[src/rtl/program_counter_constants.sv]
// rtl/program_counter_constants.sv - shared next-PC source codes for the program counter unit
package program_counter_constants;

    localparam int PC_SOURCE_WIDTH = 3;

    typedef enum logic [PC_SOURCE_WIDTH-1:0] {
        PC_SOURCE_INCREMENT     = 3'd0,
        PC_SOURCE_ADD_IMMEDIATE = 3'd1,
        PC_SOURCE_ADD_OFFSET    = 3'd2,
        PC_SOURCE_EXPLICIT      = 3'd3,
        PC_SOURCE_EXCEPTION     = 3'd4,
        PC_SOURCE_USER_TLB_MISS = 3'd5,
        PC_SOURCE_HOLD0         = 3'd6,
        PC_SOURCE_HOLD1         = 3'd7
    } pcSource_t;

    function automatic logic isHoldSource(input logic [PC_SOURCE_WIDTH-1:0] source);
        return (source == PC_SOURCE_HOLD0) || (source == PC_SOURCE_HOLD1);
    endfunction

    // Both exception-style entries capture the interrupted PC.
    function automatic logic isVectorEntry(input logic [PC_SOURCE_WIDTH-1:0] source);
        return (source == PC_SOURCE_EXCEPTION) || (source == PC_SOURCE_USER_TLB_MISS);
    endfunction

endpackage

[src/rtl/program_counter_history.sv]
// rtl/program_counter_history.sv - shift register of previously executed PCs with saturating fill count
module program_counter_history #(
    parameter int ADDR_WIDTH    = 32,
    parameter int HISTORY_DEPTH = 2
) (
    input  logic                               clock,
    input  logic                               reset,
    input  logic                               shiftEnable,
    input  logic [ADDR_WIDTH-1:0]              shiftData,
    output logic [ADDR_WIDTH*HISTORY_DEPTH-1:0] historyPc,
    output logic [3:0]                         historyCount
);

    localparam logic [3:0] FULL_COUNT = 4'(HISTORY_DEPTH);

    logic [ADDR_WIDTH-1:0] stages [HISTORY_DEPTH];

    always_ff @(posedge clock) begin
        if (!reset) begin
            for (int k = 0; k < HISTORY_DEPTH; k++) begin
                stages[k] <= '0;
            end
        end else if (shiftEnable) begin
            // Oldest stage falls off the end once the register is full.
            stages[0] <= shiftData;
            for (int k = 1; k < HISTORY_DEPTH; k++) begin
                stages[k] <= stages[k-1];
            end
        end
    end

    always_ff @(posedge clock) begin
        if (!reset) begin
            historyCount <= '0;
        end else if (shiftEnable && (historyCount != FULL_COUNT)) begin
            historyCount <= historyCount + 4'd1;
        end
    end

    for (genvar g = 0; g < HISTORY_DEPTH; g++) begin : gPack
        assign historyPc[g*ADDR_WIDTH +: ADDR_WIDTH] = stages[g];
    end

endmodule

[src/rtl/program_counter_unit.sv]
// rtl/program_counter_unit.sv - fetch PC register with exception capture and PC history; option PC_ALIGN_CHECK_EN
module program_counter_unit
    import program_counter_constants::*;
#(
    parameter int          ADDR_WIDTH    = 32,
    parameter logic [31:0] RESET_VECTOR  = 32'hE0000000,
    parameter logic [31:0] VECTOR_BASE_0 = 32'hE0000000,
    parameter logic [31:0] VECTOR_BASE_1 = 32'hC0000000,
    parameter int          HISTORY_DEPTH = 2
) (
    input  logic                                clock,
    input  logic                                reset,
    input  logic                                writeEnable,
    input  logic [PC_SOURCE_WIDTH-1:0]          writeDataSource,
    input  logic [ADDR_WIDTH-3:0]               extendedImmediateValue,
    input  logic [ADDR_WIDTH-3:0]               extendedJumpOffset,
    input  logic [ADDR_WIDTH-1:0]               explicitValue,
    input  logic                                vectorBit,
    output logic [ADDR_WIDTH-1:0]               programCounter,
    output logic [ADDR_WIDTH-1:0]               exceptionPc,
    output logic [ADDR_WIDTH*HISTORY_DEPTH-1:0] historyPc,
    output logic [3:0]                          historyCount
`ifdef PC_ALIGN_CHECK_EN
    ,
    output logic                                misaligned
`endif
);

    localparam logic [ADDR_WIDTH-1:0] RESET_PC = ADDR_WIDTH'(RESET_VECTOR);
    localparam logic [ADDR_WIDTH-1:0] BASE_0   = ADDR_WIDTH'(VECTOR_BASE_0);
    localparam logic [ADDR_WIDTH-1:0] BASE_1   = ADDR_WIDTH'(VECTOR_BASE_1);

    logic                  effectiveWrite;
    logic                  vectorEntry;
    logic [ADDR_WIDTH-1:0] vectorBase;
    logic [ADDR_WIDTH-1:0] explicitTarget;
    logic [ADDR_WIDTH-1:0] nextPc;

    assign effectiveWrite = writeEnable && !isHoldSource(writeDataSource);
    assign vectorEntry    = isVectorEntry(writeDataSource);
    assign vectorBase     = vectorBit ? BASE_1 : BASE_0;

`ifdef PC_ALIGN_CHECK_EN
    assign explicitTarget = {explicitValue[ADDR_WIDTH-1:2], 2'b00};
`else
    assign explicitTarget = explicitValue;
`endif

    // Word offsets shifted left by two are exactly the offset with two zero bits appended.
    always_comb begin
        nextPc = programCounter;
        case (writeDataSource)
            PC_SOURCE_INCREMENT:     nextPc = programCounter + ADDR_WIDTH'(4);
            PC_SOURCE_ADD_IMMEDIATE: nextPc = programCounter + {extendedImmediateValue, 2'b00};
            PC_SOURCE_ADD_OFFSET:    nextPc = programCounter + {extendedJumpOffset, 2'b00};
            PC_SOURCE_EXPLICIT:      nextPc = explicitTarget;
            PC_SOURCE_EXCEPTION:     nextPc = vectorBase + ADDR_WIDTH'(4);
            PC_SOURCE_USER_TLB_MISS: nextPc = vectorBase + ADDR_WIDTH'(8);
            default:                 nextPc = programCounter;
        endcase
    end

    always_ff @(posedge clock) begin
        if (!reset) begin
            programCounter <= RESET_PC;
        end else if (effectiveWrite) begin
            programCounter <= nextPc;
        end
    end

    always_ff @(posedge clock) begin
        if (!reset) begin
            exceptionPc <= '0;
        end else if (effectiveWrite && vectorEntry) begin
            exceptionPc <= programCounter;
        end
    end

`ifdef PC_ALIGN_CHECK_EN
    always_ff @(posedge clock) begin
        if (!reset) begin
            misaligned <= 1'b0;
        end else if (effectiveWrite) begin
            misaligned <= (writeDataSource == PC_SOURCE_EXPLICIT) && (|explicitValue[1:0]);
        end
    end
`endif

    program_counter_history #(
        .ADDR_WIDTH    (ADDR_WIDTH),
        .HISTORY_DEPTH (HISTORY_DEPTH)
    ) history (
        .clock        (clock),
        .reset        (reset),
        .shiftEnable  (effectiveWrite),
        .shiftData    (programCounter),
        .historyPc    (historyPc),
        .historyCount (historyCount)
    );

endmodule

[config.mk]
export PLATFORM = sky130hd
export DESIGN_NAME = program_counter_unit
export DESIGN_NICKNAME = d
export VERILOG_FILES = /design/src/rtl/program_counter_constants.sv /design/src/rtl/program_counter_history.sv /design/src/rtl/program_counter_unit.sv
export SDC_FILE = /design/constraint.sdc
export NUM_CORES = 1
export LEC_CHECK = 0
export CAP_MARGIN = 15
export CELL_PAD_IN_SITES_DETAIL_PLACEMENT = 0
export CELL_PAD_IN_SITES_GLOBAL_PLACEMENT = 2
export CORE_ASPECT_RATIO = 1.25
export CORE_MARGIN = 3
export CORE_UTILIZATION = 29
export CTS_CLUSTER_SIZE = 16
export DETAILED_ROUTE_END_ITERATION = 8
export GPL_ROUTABILITY_DRIVEN = 1
export PLACE_DENSITY_LB_ADDON = 0.3
export SLEW_MARGIN = 5
export SYNTH_ARGS = -nofsm -noshare
export SYNTH_HDL_FRONTEND = slang
export SYNTH_HIERARCHICAL = 1
export SYNTH_SLANG_ARGS = --single-unit
[constraint.sdc]
create_clock -name clock -period 8.1 [get_ports clock]
set_input_delay 0.81 -clock clock [delete_from_list [all_inputs] [get_ports clock]]
set_output_delay 0.81 -clock clock [all_outputs]
set_load 0.02 [all_outputs]
Yosys cells after proc, flatten, opt, wreduce, memory -nomap -nowiden
Memory sizes are Yosys's and may differ from the RTL's.
Cells that the tools add are included.
W data, S select, Z words.
{"block": "word_totals", "reg_bits": 68, "mem_bits_rw": 64, "out_inout_bits": 132, "wordCells": 37, "mem_count": 1}
{"block": "op_classes", "add_sub_neg": 6, "n_eq_ne": 8, "mux": 8, "bitwise": 2, "n_reduce_logical": 9}
{"name": "history.stages", "depth": 2, "word_bits": 32, "rd": 2, "rd_ports_with_merged_regs": 0, "write_ports": 2, "line": "program_counter_history.sv:16", "source": "logic [ADDR_WIDTH-1:0] stages [HISTORY_DEPTH];"}
{"op": "$pmux W32 S6", "n": 1}
{"op": "$add A32 B32 Y32", "n": 2}
{"op": "$mux W32", "n": 2}
{"op": "$add A31 B4 Y32 const B", "n": 1}
{"op": "$add A31 B5 Y32 const B", "n": 1}
{"op": "$add A32 B3 Y32 const B", "n": 1}
{"op": "$mux W30", "n": 1}
{"op": "$eq A3 B3 Y1 const B", "n": 4}
{"op": "$eq A3 B2 Y1 const B", "n": 2}
{"op": "$reduce_bool A6 Y1", "n": 1}
{"op": "$add A4 B1 Y4 const B", "n": 1}
{"op": "$mux W1", "n": 4}
{"op": "$ne A4 B2 Y1 const B", "n": 1}
{"op": "$eq A3 B1 Y1 const B", "n": 1}
{"op": "$logic_and A1 B1 Y1", "n": 3}
{"op": "$logic_not A3 Y1", "n": 1}
{"op": "$logic_or A1 B1 Y1", "n": 2}
{"op": "$or A1 B1 Y1", "n": 2}
{"op": "$reduce_and A2 Y1", "n": 1}
{"op": "$logic_not A1 Y1", "n": 1}

Logic depth before layout (Yosys ltp)
Gate-level depths: netlist (run 1).
{"block": "depth", "ltp_word": 8, "depth_mapped": 15, "depth_no_buf": 12}

Cells and area by module
Netlist (run 1), hierarchy kept.
{"module": "program_counter_unit", "n_inst": 1, "cells_each": 559, "area_per_inst_um2": 4305.4, "seq_area_each_um2": 1281.2}
{"module": "program_counter_history", "n_inst": 1, "cells_each": 166, "area_per_inst_um2": 2596.2, "seq_area_each_um2": 2001.9}

Worst setup path after synthesis (run 1)
Ideal clock, no wire load.
{"block": "synth_timing", "path_type": "input to register", "startpoint": "input port writeDataSource[2]", "endpoint": "register programCounter[24]", "arrival_time_ns": 4.036, "required_time_ns": 8.005, "slack_ns": 3.968, "cell_stages": 15, "path_cell_list": "clkbuf_1 > nor3b_1 > clkbuf_1 > buf_1 > a22oi_1 > ha_1 > fa_1 > a21o_1 > o2bb2ai_1 > o2111ai_1 > nand2_1 > a32o_1 > o21ai_2 > mux2_1 > o311ai_1"}
{"block": "synth_via", "elab_chain_cells": 5}
{"item": "start, declared", "line": "program_counter_unit.sv:14", "source": "input logic [PC_SOURCE_WIDTH-1:0] writeDataSource,"}
{"item": "$eq A3 B3 Y1", "line": "program_counter_constants.sv:18", "source": "return (source == PC_SOURCE_HOLD0) || (source == PC_SOURCE_HOLD1);"}
{"item": "$logic_or A1 B1 Y1", "line": "program_counter_constants.sv:18"}
{"item": "$logic_not A1 Y1", "line": "program_counter_unit.sv:39", "source": "assign effectiveWrite = writeEnable && !isHoldSource(writeDataSource);"}
{"item": "$logic_and A1 B1 Y1", "line": "program_counter_unit.sv:39"}
{"item": "$reduce_and A2 Y1 (no line)"}
{"item": "end signal, assigned", "line": "program_counter_unit.sv:67", "source": "programCounter <= nextPc;"}
{"item": "end, declared", "line": "program_counter_unit.sv:19", "source": "output logic [ADDR_WIDTH-1:0] programCounter,"}
Parallel ways exist; a longest one is shown, timed or not.
A chain may end at the register's enable or synchronous reset.

Worst setup path after layout (run 1)
Ends and elaborated chain as after synthesis.

==> results of run 1 <==
-- through the flow --
step	utilization (%)	setup WS [ns]	cells
2_1_floorplan	-	3.97	725
3_3_place_gp	40.8	3.49	1204
3_5_place_dp	40.8	3.43	1204
4_1_cts	43.4	3.87	1236
5_1_grt	43.4	3.61	1237
6_report	43.5	3.90	1238
-- cell type report --
cell class                      count  area (um^2)
Antenna cell                        2         5.00
Clock buffer                       19          443
Clock inverter                     13          173
Fill cell                        2263        13100
Inverter                           14         52.6
Multi-Input combinational cell    530         3390
Sequential cell                   132         3280
Tap cell                          288          360
Timing Repair Buffer              240         2370
-- metal layers --
metal / global-route usage, % / vias to the layer above / wire length [um]
met5: 0 / - / 0
met4: 5.97 / 0 / 488
met3: 3.08 / 24 / 948
met2: 31.9 / 174 / 12000
met1: 24.5 / 2998 / 11000
li1: - / 3125 / -
-- how the worst min path moves through the flow --
stage / to / slack, ns / startpoint
5_1_grt: exceptionPc[20] / 0.47 / exceptionPc[20]
2_1_floorplan: exceptionPc[21] / 0.53 / exceptionPc[21]
3_3_place_gp: exceptionPc[13] / 0.44 / exceptionPc[13]
3_5_place_dp: exceptionPc[12] / 0.45 / exceptionPc[12]
6_report: exceptionPc[19] / 0.45 / exceptionPc[19]
4_1_cts: exceptionPc[12] / 0.46 / exceptionPc[12]
-- state kept, by name, indices dropped and copies added, names as in the netlist --
signal / count
exceptionPc: 32
history/historyCount: 4
history/stages: 64
programCounter: 32
-- placed cells by master, fill, tap and decap left out, types with 3 or more instances in the layout --
cell type	n
clkdlybuf4s50_1	229
nand2_1	87
a21oi_1	68
and3_1	68
dfxtp_1	68
edfxtp_1	64
nor2_1	45
o21ai_0	34
ha_1	31
a22o_1	28
xnor2_1	19
clkbuf_16	17
a221oi_1	16
nor3_1	13
inv_1	12
buf_4	10
nand3_1	9
o211ai_1	9
a21o_1	8
a211oi_1	8
a31oi_1	7
a22oi_1	6
xor2_1	6
nand4_1	5
o21bai_1	5
and2_1	4
clkinv_4	4
o22ai_1	3
o21a_1	3
a32oi_1	3
nand2b_1	3
bufinv_16	3
inv_6	3
-- report_power, final --
| part | switching, mW | total [mW] | internal, mW |
|---|---|---|---|
| registers | 0.0369 | 0.776 | 0.739 |
| logic | 0.190 | 0.358 | 0.168 |
| clock network | 0.316 | 0.814 | 0.498 |
| total | 0.543 | 1.95 | 1.41 |
-- cell usage after synthesis, drive strengths merged, types with 2 or more instances --
cell	number
a211oi	8
a21boi	2
a21o	8
a21oi	69
a221oi	17
a22o	28
a22oi	6
a31oi	7
a32oi	3
a41oi	2
and2	4
and3	68
and4	2
buf	9
clkbuf	40
dfxtp	68
edfxtp	64
ha	31
inv	14
mux2i	2
nand2	87
nand2b	4
nand3	9
nand4	5
nand4b	2
nor2	46
nor2b	2
nor3	13
nor3b	2
o2111ai	2
o211ai	9
o21a	3
o21ai	36
o21bai	5
o22ai	3
o31ai	2
or2	3
or4	2
xnor2	19
xor2	6
-- worst max-delay path, cell delays in order --
cell             delay (ns)
clkdlybuf4s50_1        0.61
nor3b_2                0.23
buf_4                  0.36
a22oi_1                0.15
ha_1                   0.25
fa_1                   0.42
a21o_1                 0.21
o2bb2ai_1              0.17
o2111ai_1              0.34
nand2_1                0.16
a32o_1                 0.28
o21ai_2                0.12
mux2_1                 0.32
o311ai_1               0.08
-- cells by family (layout without fill, tap and decap cells) --
| family | count (synthesis) | after routing | synth area share [%] |
|---|---|---|---|
| AO/OA/AOI/OAI | 218 | 218 | 21.4 |
| other | 0 | 2 | 0 |
| buffers and inverters | 63 | 286 | 3.61 |
| AND/OR/NAND/NOR | 252 | 252 | 17.9 |
| flip-flops | 132 | 132 | 47.6 |
| XOR/XNOR | 25 | 25 | 3.17 |
| multiplexers | 3 | 3 | 0.453 |
| adder cells (fa/ha/maj) | 32 | 32 | 5.91 |
==> results.tsv, run 1 <==
stage	metric	value	unit
run	max-cap-violations	0	
logic_synthesis	ys_warn_count	6	
timing	clock_skew	0.0110	ns
timing	finalMaxSlewViolations	0	
pwr	cellPowerDensity	193	nW/um^2
timing	rsz0062_at_grt	no	
clock_tree	cts_max_level	4	
timing	tightest_slew	0.872	ns
clock_tree	clock_latency	0.42	ns
worst_setup_path	critPathCaptureType	flop	
worst_setup_path	critPathLaunch	writeDataSource[2]	
grt	grt_pass1_wl	37.1	mm
detailed_routing	ant_nets	0	
clock_tree	cts_made_buffers	17	
timing	final.min_clock_period	4.20	ns
grt	grt.overflow.total	0	
timing	hold_viol	0	
detailed_routing	drt_iter0_drc	356	
logic_synthesis	synth_flop_cell	dfxtp_1	
timing	fin_tns_setup	0	ns
timing	setup_viol	0	
worst_setup_path	critPathArrivalTime	4.54	ns
detailed_routing	wl_per_cell	19.7	um
worst_setup_path	worstRegToRegCells	10	
logic_synthesis	syn_nets	856	
layout	final_cell_area	10100	um^2
grt	grt_use_total	18.9	%
detailed_routing	vias	6321	
floorplan	core	23200	um^2
place	gp_congestion	0.842	
logic_synthesis	synth_top_cell_by_area	edfxtp_1	
layout	syn_to_final_growth	46.0	%
grt	antenna_found_initial	1	
clock_tree	cts_root_buf	clkbuf_16	
clock_tree	post_cts_buffers	0	
floorplan	chipHeight	178	um
detailed_routing	drt_first_pass_iters	5	
pwr	finalPower	1.95	mW
clock_tree	ctsResizeCount	0	
worst_setup_path	cp.required	8.43	ns
place	placed_area	9460	um^2
clock_tree	tritoncts	yes	
worst_setup_path	reg2reg_from	programCounter[2]	
worst_setup_path	worstSetupEndpoint	programCounter[24]	
place	io_buffers	230	
logic_synthesis	yosysUniqueCellTypes	61	
worst_setup_path	reg2reg_slack	5.23	ns
logic_synthesis	synth_top_cell_area_share	27.8	%
worst_setup_path	reg2reg_to	programCounter[24]	
logic_synthesis	synth-seq-cells	132	
floorplan	dieArea	25700	um^2
logic_synthesis	yosysSeqAreaShare	47.6	%
timing	hold_ws	0.454	ns
clock_tree	clockBufferDepth	2	
logic_synthesis	syn_avg_cell_area	9.52	um^2
timing	post-route-period-util	51.9	%
clock_tree	clock-sinks	132	
grt	first_global_vias	6334	
worst_setup_path	critical_path_class	in -> reg	
pwr	p_leak	3.98	nW
outcome	status	completed	
layout	nets	1066	
grt	grt_max_degree	70	
logic_synthesis	async_flop_share	0	%
logic_synthesis	synth_area	6900	um^2
clock_tree	path_clk_slew	0.06	ns
clock_tree	hold_buffers	0	
min_path	hold_path.class	reg -> reg	
worst_setup_path	path_max_fanout	30	
layout	layout-drive-gt1-share	6.01	%
place	hpwlAfterDp	17.6	mm
logic_synthesis	yosys-top-cells-area	edfxtp_1 (28%), dfxtp_1 (20%), and3_1 (6.2%)	
timing	slew_headroom	41.6	%
pwr	vdd_drop_max	0.000139	V
detailed_routing	drc	0	
detailed_routing	viasPerCell	5.11	
timing	fmax	238	MHz
floorplan	start_util	29.8	%
floorplan	io_pins	231	
min_path	hold_path_depth	2	
worst_setup_path	startpoint_type	primary input	
logic_synthesis	syn_inst	725	
floorplan	die_w	144	um
floorplan	rows	62	
logic_synthesis	synth_edf_count	64	
detailed_routing	totalWireLength	24.4	mm
Power figures use the tool's default switching activity.
==> run 2, diff against run 1 <==
CORE_UTILIZATION = 25   (was 29)
clock period = 3.8 ns   (was 8.1 ns; I/O delays follow)
==> run 2 against run 1 <==
  * Clock skew is 0.0013 ns lower
  * Non-clock buffer count increased by 28
  * Utilization is 5.0 points lower
  * Combinational power rose by 120%
  * Flip-flop and latch count unchanged
  * Critical path depth is the same
  * Final cell count grew 6.7%
==> results.tsv, run 2 (same netlist as run 1, synthesis figures left out) <==
stage	metric	value	unit	change
outcome	status	completed		
place	io_buffers	230		unchanged
layout	multi_input_comb_area	3390	um^2	unchanged
grt	first_global_vias	6390		+0.88%
worst_setup_path	worstRegToRegCells	10		unchanged
timing	fmax	293	MHz	
clock_tree	post_cts_buffers	0		unchanged
worst_setup_path	reg2reg_to	programCounter[24]		
detailed_routing	drt_first_pass_iters	4		-1
detailed_routing	wl_met2	12.4	mm	+3.4%
timing	tightest_slew	0.865	ns	-0.00754 ns
worst_setup_path	reg2reg_from	programCounter[2]		
clock_tree	cts_made_buffers	17		unchanged
grt	grt.overflow.total	0		unchanged
floorplan	dieArea	29600	um^2	+15%
timing	slew_headroom	42.3	%	+0.72 points
timing	post-route-period-util	89.7	%	
detailed_routing	totalWireLength	25.3	mm	+3.9%
timing	hold_viol	0		unchanged
pwr	cellPowerDensity	403	nW/um^2	+110%
timing	finalMaxSlewViolations	0		unchanged
clock_tree	path_clk_slew	0.06	ns	about the same
clock_tree	clock-sinks	132		unchanged
layout	reg_top3	history/stages: 64 flops, exceptionPc: 32 flops, programCounter: 32 flops		
worst_setup_path	worstSetupEndpoint	programCounter[24]		
layout	largest_reg_flops	64		unchanged
floorplan	rows	67		+8.1%
worst_setup_path	startpoint_type	primary input		
timing	rsz0062_at_grt	no		
layout	syn_to_final_growth	50.5	%	
run	max-cap-violations	0		unchanged
place	dp_cells	1289		+7.1%
layout	regMostFlops	history/stages		
clock_tree	clockBufferDepth	2		unchanged
detailed_routing	viasPerCell	4.91		-3.9%
grt	grt_max_degree	65		-7.1%
grt	antenna_found_initial	2		+1
place	hpwlAfterDp	18.8	mm	+6.8%
worst_setup_path	critPathArrivalTime	3.74	ns	-0.80 ns
worst_setup_path	critical_path_class	in -> reg		
layout	antennaDiodeCount	0		-2
clock_tree	cts_max_level	4		unchanged
min_path	hp-start	exceptionPc[14]		
detailed_routing	drt_iter0_drc	342		-3.9%
clock_tree	hold_buffers	0		unchanged
floorplan	core	27000	um^2	+16%
detailed_routing	ant_nets	0		unchanged
timing	setup_slack	0.392	ns	-3.50 ns
worst_setup_path	cp.required	4.14	ns	-4.29 ns
clock_tree	cts_root_buf	clkbuf_16		
timing	hold_ws	0.452	ns	-0.00210 ns
worst_setup_path	critPathCaptureType	flop		
layout	final_common_cell	clkdlybuf4s50_1		
detailed_routing	highest_layer	met5		
clock_tree	ctsResizeCount	0		unchanged
layout	final_cells	1321		+6.7%
pwr	p_leak	4.11	nW	+3.2%
worst_setup_path	critPathLaunch	writeDataSource[1]		
clock_tree	tritoncts	yes		
layout	nets	1094		+2.6%
grt	grt_pass1_wl	38.3	mm	+3.3%
worst_setup_path	reg2reg_slack	0.98	ns	-4.25 ns
floorplan	chipHeight	192	um	+7.4%
layout	register_area	3280	um^2	unchanged
timing	final.min_clock_period	3.41	ns	
layout	final_cell_mix	clkdlybuf4s50_1 (229), nand2_1 (87), a21oi_1 (68), and3_1 (68), dfxtp_1 (68)		
detailed_routing	wirelength_met1	11.1	mm	+1.5%
floorplan	die_w	155	um	+7.4%
worst_setup_path	path_max_fanout	18		-40%
place	gp_congestion	0.838		-0.51%
timing	setup_viol	0		unchanged
pwr	finalPower	4.18	mW	+110%
layout	fillers	2742		+21%
grt	grt_use_total	16.7	%	-2.1 points
floorplan	start_util	25.6	%	-4.2 points
detailed_routing	drc	0		unchanged
min_path	hold_path.class	reg -> reg		
timing	clock_skew	0.00968	ns	-0.00130 ns
clock_tree	clock_latency	0.43	ns	about the same
detailed_routing	vias	6481		+2.5%
detailed_routing	met3_length	1.27	mm	+34%
pwr	vdd_drop_max	0.000194	V	+40%
detailed_routing	wl_per_cell	19.2	um	-2.7%
timing	fin_tns_setup	0	ns	unchanged
place	dp_worst_setup_slack	-0.0558	ns	-3.49 ns
floorplan	io_pins	231		unchanged
layout	layout-drive-gt1-share	8.81	%	+2.8 points
## run 2: area by class of cell
cell class | count | share of cell area [%]
Clock inverter | 15 | 1.87
Clock buffer | 17 | 4.10
Tap cell | 345 | 4.16
Sequential cell | 132 | 31.6
Timing Repair Buffer | 268 | 25.1
Inverter | 14 | 0.506
Multi-Input combinational cell | 530 | 32.6
## run 2: power breakdown
part           switching, mW  internal, mW
Sequential            0.0810          1.58
Combinational          0.411         0.379
Clock                  0.686          1.05
## run 2: per-layer routing
metal | track usage (%) | up-vias
met1 | 21.3 | 3069
li1 | - | 3187
met5 | 0 | -
met3 | 3.58 | 31
met2 | 28.3 | 192
met4 | 5.23 | 2
## run 2: worst max-delay path: stages
cell             delay [ns]
clkdlybuf4s50_1        0.47
nor3b_2                0.28
buf_12                 0.19
a22oi_1                0.12
ha_1                   0.26
fa_1                   0.39
a21o_1                 0.20
o2bb2ai_1              0.14
o2111ai_1              0.33
nand2_1                0.16
a32o_1                 0.28
o21ai_2                0.11
mux2_1                 0.33
o311ai_1               0.08
## run 2: worst min-delay path by stage
stage,cells after the start,endpoint,slack [ns]
global route,2,exceptionPc[3],0.47
detailed placement,2,exceptionPc[14],0.45
finish,2,exceptionPc[14],0.45
floorplan,1,programCounter[2],0.47
CTS,2,exceptionPc[14],0.45
global placement,2,exceptionPc[18],0.44
## run 2: per-stage QoR
stage	util, %	instance area (um^2)
floorplan	-	6900
global placement	36.2	9760
detailed placement	36.2	9760
CTS	38.5	10400
global route	38.5	10400
finish	38.5	10400
==> run 3, diff against run 2 <==
CAP_MARGIN = 40   (was 15)
==> run 3 against run 2 <==
  * Clock skew up 0.0024 ns
  * Sequential share of layout area is essentially flat
  * Sequential power barely moved
  * Worst setup slack lost 0.025 ns
==> results.tsv, run 3 (same netlist as run 1, synthesis figures left out) <==
stage	metric	value	unit	change
layout	final_cell_area	10400	um^2	-0.16%
floorplan	die_w	155	um	unchanged
timing	final.min_clock_period	3.43	ns	+0.0247 ns
place	hpwlAfterDp	18.8	mm	-0.17%
place	gp_congestion	0.838		unchanged
layout	syn_to_final_growth	50.2	%	
floorplan	start_util	25.6	%	unchanged
timing	setup_slack	0.368	ns	-0.0247 ns
clock_tree	cts_root_buf	clkbuf_16		
worst_setup_path	path_cells	clkdlybuf4s50_1, nor3b_2, buf_12, a22oi_1, ha_1, fa_1, a21o_1, o2bb2ai_1, o2111ai_1, nand2_1, a32o_1, o21ai_2, mux2_1, o311ai_1		
timing	finalMaxSlewViolations	0		unchanged
layout	nets	1095		+0.091%
min_path	hold_end	exceptionPc[3]		
worst_setup_path	worstRegToRegCells	10		unchanged
worst_setup_path	reg2reg_slack	1.00	ns	+0.02 ns
grt	grt.overflow.total	0		unchanged
worst_setup_path	path_max_fanout	18		unchanged
detailed_routing	drt_iter0_drc	265		-23%
detailed_routing	ant_nets	0		unchanged
floorplan	dieArea	29600	um^2	unchanged
layout	final_common_cell	clkdlybuf4s50_1		
clock_tree	tritoncts	yes		
clock_tree	ctsResizeCount	0		unchanged
grt	grt_max_degree	65		unchanged
timing	hold_ws	0.452	ns	+0.0000370 ns
layout	largest_reg_flops	64		unchanged
layout	reg_top3	history/stages: 64 flops, exceptionPc: 32 flops, programCounter: 32 flops		
detailed_routing	vias	6407		-1.1%
run	max-cap-violations	0		unchanged
layout	final_cell_mix	clkdlybuf4s50_1 (229), nand2_1 (87), a21oi_1 (68), and3_1 (68), dfxtp_1 (68)		
worst_setup_path	critical_path_class	in -> reg		
grt	grt_use_total	16.8	%	+0.069 points
grt	use_met3	3.67	%	+0.090 points
worst_setup_path	critical_path.slowest_cell	clkdlybuf4s50_1		
grt	grtUsageMet1	21.4	%	+0.093 points
min_path	hold_path_depth	2		unchanged
detailed_routing	viasPerCell	4.85		-1.2%
timing	slew_headroom	57.5	%	+15 points
pwr	cellPowerDensity	393	nW/um^2	-2.3%
timing	fmax	291	MHz	-0.72%
clock_tree	hold_buffers	0		unchanged
timing	setup_viol	0		unchanged
place	dp_worst_setup_slack	-0.105	ns	-0.0491 ns
grt	met2_usage	28.3	%	+0.034 points
clock_tree	post_cts_buffers	0		unchanged
floorplan	chipHeight	192	um	unchanged
clock_tree	clock_latency	0.42	ns	about the same
worst_setup_path	critPathMaxStageDelay	0.48	ns	about the same
place	io_buffers	230		unchanged
worst_setup_path	startpoint_type	primary input		
detailed_routing	drc	0		unchanged
layout	antennaDiodeCount	0		unchanged
worst_setup_path	reg2reg_from	programCounter[2]		
detailed_routing	totalWireLength	25.4	mm	+0.28%
worst_setup_path	cpLargestDelayFamily	compound AO/OA/AOI/OAI gates		
pwr	p_leak	4.12	nW	+0.11%
timing	hold_viol	0		unchanged
grt	antenna_found_initial	2		unchanged
layout	layout-drive-gt1-share	8.60	%	-0.21 points
worst_setup_path	reg2reg_to	programCounter[24]		
place	placed_area	9790	um^2	+0.28%
grt	first_global_vias	6418		+0.44%
clock_tree	cts_made_buffers	17		unchanged
worst_setup_path	critPathBufInv	2		unchanged
worst_setup_path	cp.required	4.13	ns	about the same
pwr	finalPower	4.08	mW	-2.5%
timing	tightest_slew	0.637	ns	-0.228 ns
worst_setup_path	critPathArrivalTime	3.76	ns	+0.02 ns
min_path	hold_path.class	reg -> reg		
detailed_routing	wl_per_cell	19.2	um	+0.21%
timing	post-route-period-util	90.3	%	+0.65 points
floorplan	io_pins	231		unchanged
clock_tree	path_clk_slew	0.06	ns	about the same
grt	grt_pass1_wl	38.3	mm	about the same
outcome	status	completed		
timing	clock_skew	0.0121	ns	+0.00239 ns
min_path	hp-start	exceptionPc[3]		
clock_tree	cts_max_level	4		unchanged
clock_tree	clock-sinks	132		unchanged
worst_setup_path	critPathCaptureType	flop		
timing	rsz0062_at_grt	no		
pwr	vdd_drop_max	0.000199	V	+2.4%
clock_tree	clockBufferDepth	2		unchanged
layout	regMostFlops	history/stages		
detailed_routing	drt_first_pass_iters	4		unchanged
floorplan	rows	67		unchanged
grt	gr-max-usage-layer	met2		
floorplan	core	27000	um^2	unchanged
## run 3: cell count changes in the layout (fill, tap and decap cells not counted), moves of 2 or more
cell,before,now
clkbuf_1,0,2
clkinv_2,0,3
clkinvlp_4,5,2
inv_6,4,2
inv_8,2,0
## run 3: worst max-delay path by stage
stage | startpoint | endpoint | cells past startpoint
floorplan | writeDataSource[2] | programCounter[24] | 15
global route | writeDataSource[1] | programCounter[24] | 14
global placement | writeDataSource[1] | programCounter[24] | 14
finish | writeDataSource[1] | programCounter[24] | 14
CTS | writeDataSource[1] | programCounter[24] | 14
detailed placement | writeDataSource[1] | programCounter[24] | 14
## run 3: tightest hold or removal path, cell delays in order, from the launching register on
cell and delay, ns:
dfxtp_1 0.30, nand2_1 0.05, a21oi_1 0.05
## run 3: power by group
group | internal (mW) | switching [mW]
Combinational | 0.383 | 0.413
Sequential | 1.58 | 0.0805
Clock | 0.983 | 0.643
Total | 2.94 | 1.14
## run 3: per-layer routing
layer  up-vias  part of all wire [%]  wire length [um]
met4         2                   2.2               558
met2       193                    49             12300
met3        27                   5.6              1420
met1      3002                    44             11100
li1       3183                     -                 -
met5         -                 0.039                10
## run 3: final cells by class
cell class                 count  area [um^2]
multi-input combinational    530         3390
clock inverter                12          129
fill                        2712        16600
clock buffer                  20          447
sequential                   132         3280
inverter                      14         52.6
tap                          345          432
timing repair buffer         269         2640
## run 3: metrics by stage
stage | setup TNS [ns] | cells | utilization, %
2_1_floorplan | 0 | 725 | -
6_report | 0 | 1322 | 38.4
4_1_cts | 0 | 1322 | 38.4
3_5_place_dp | -0.149 | 1290 | 36.3
3_3_place_gp | -0.0115 | 1289 | 36.2
5_1_grt | 0 | 1322 | 38.4
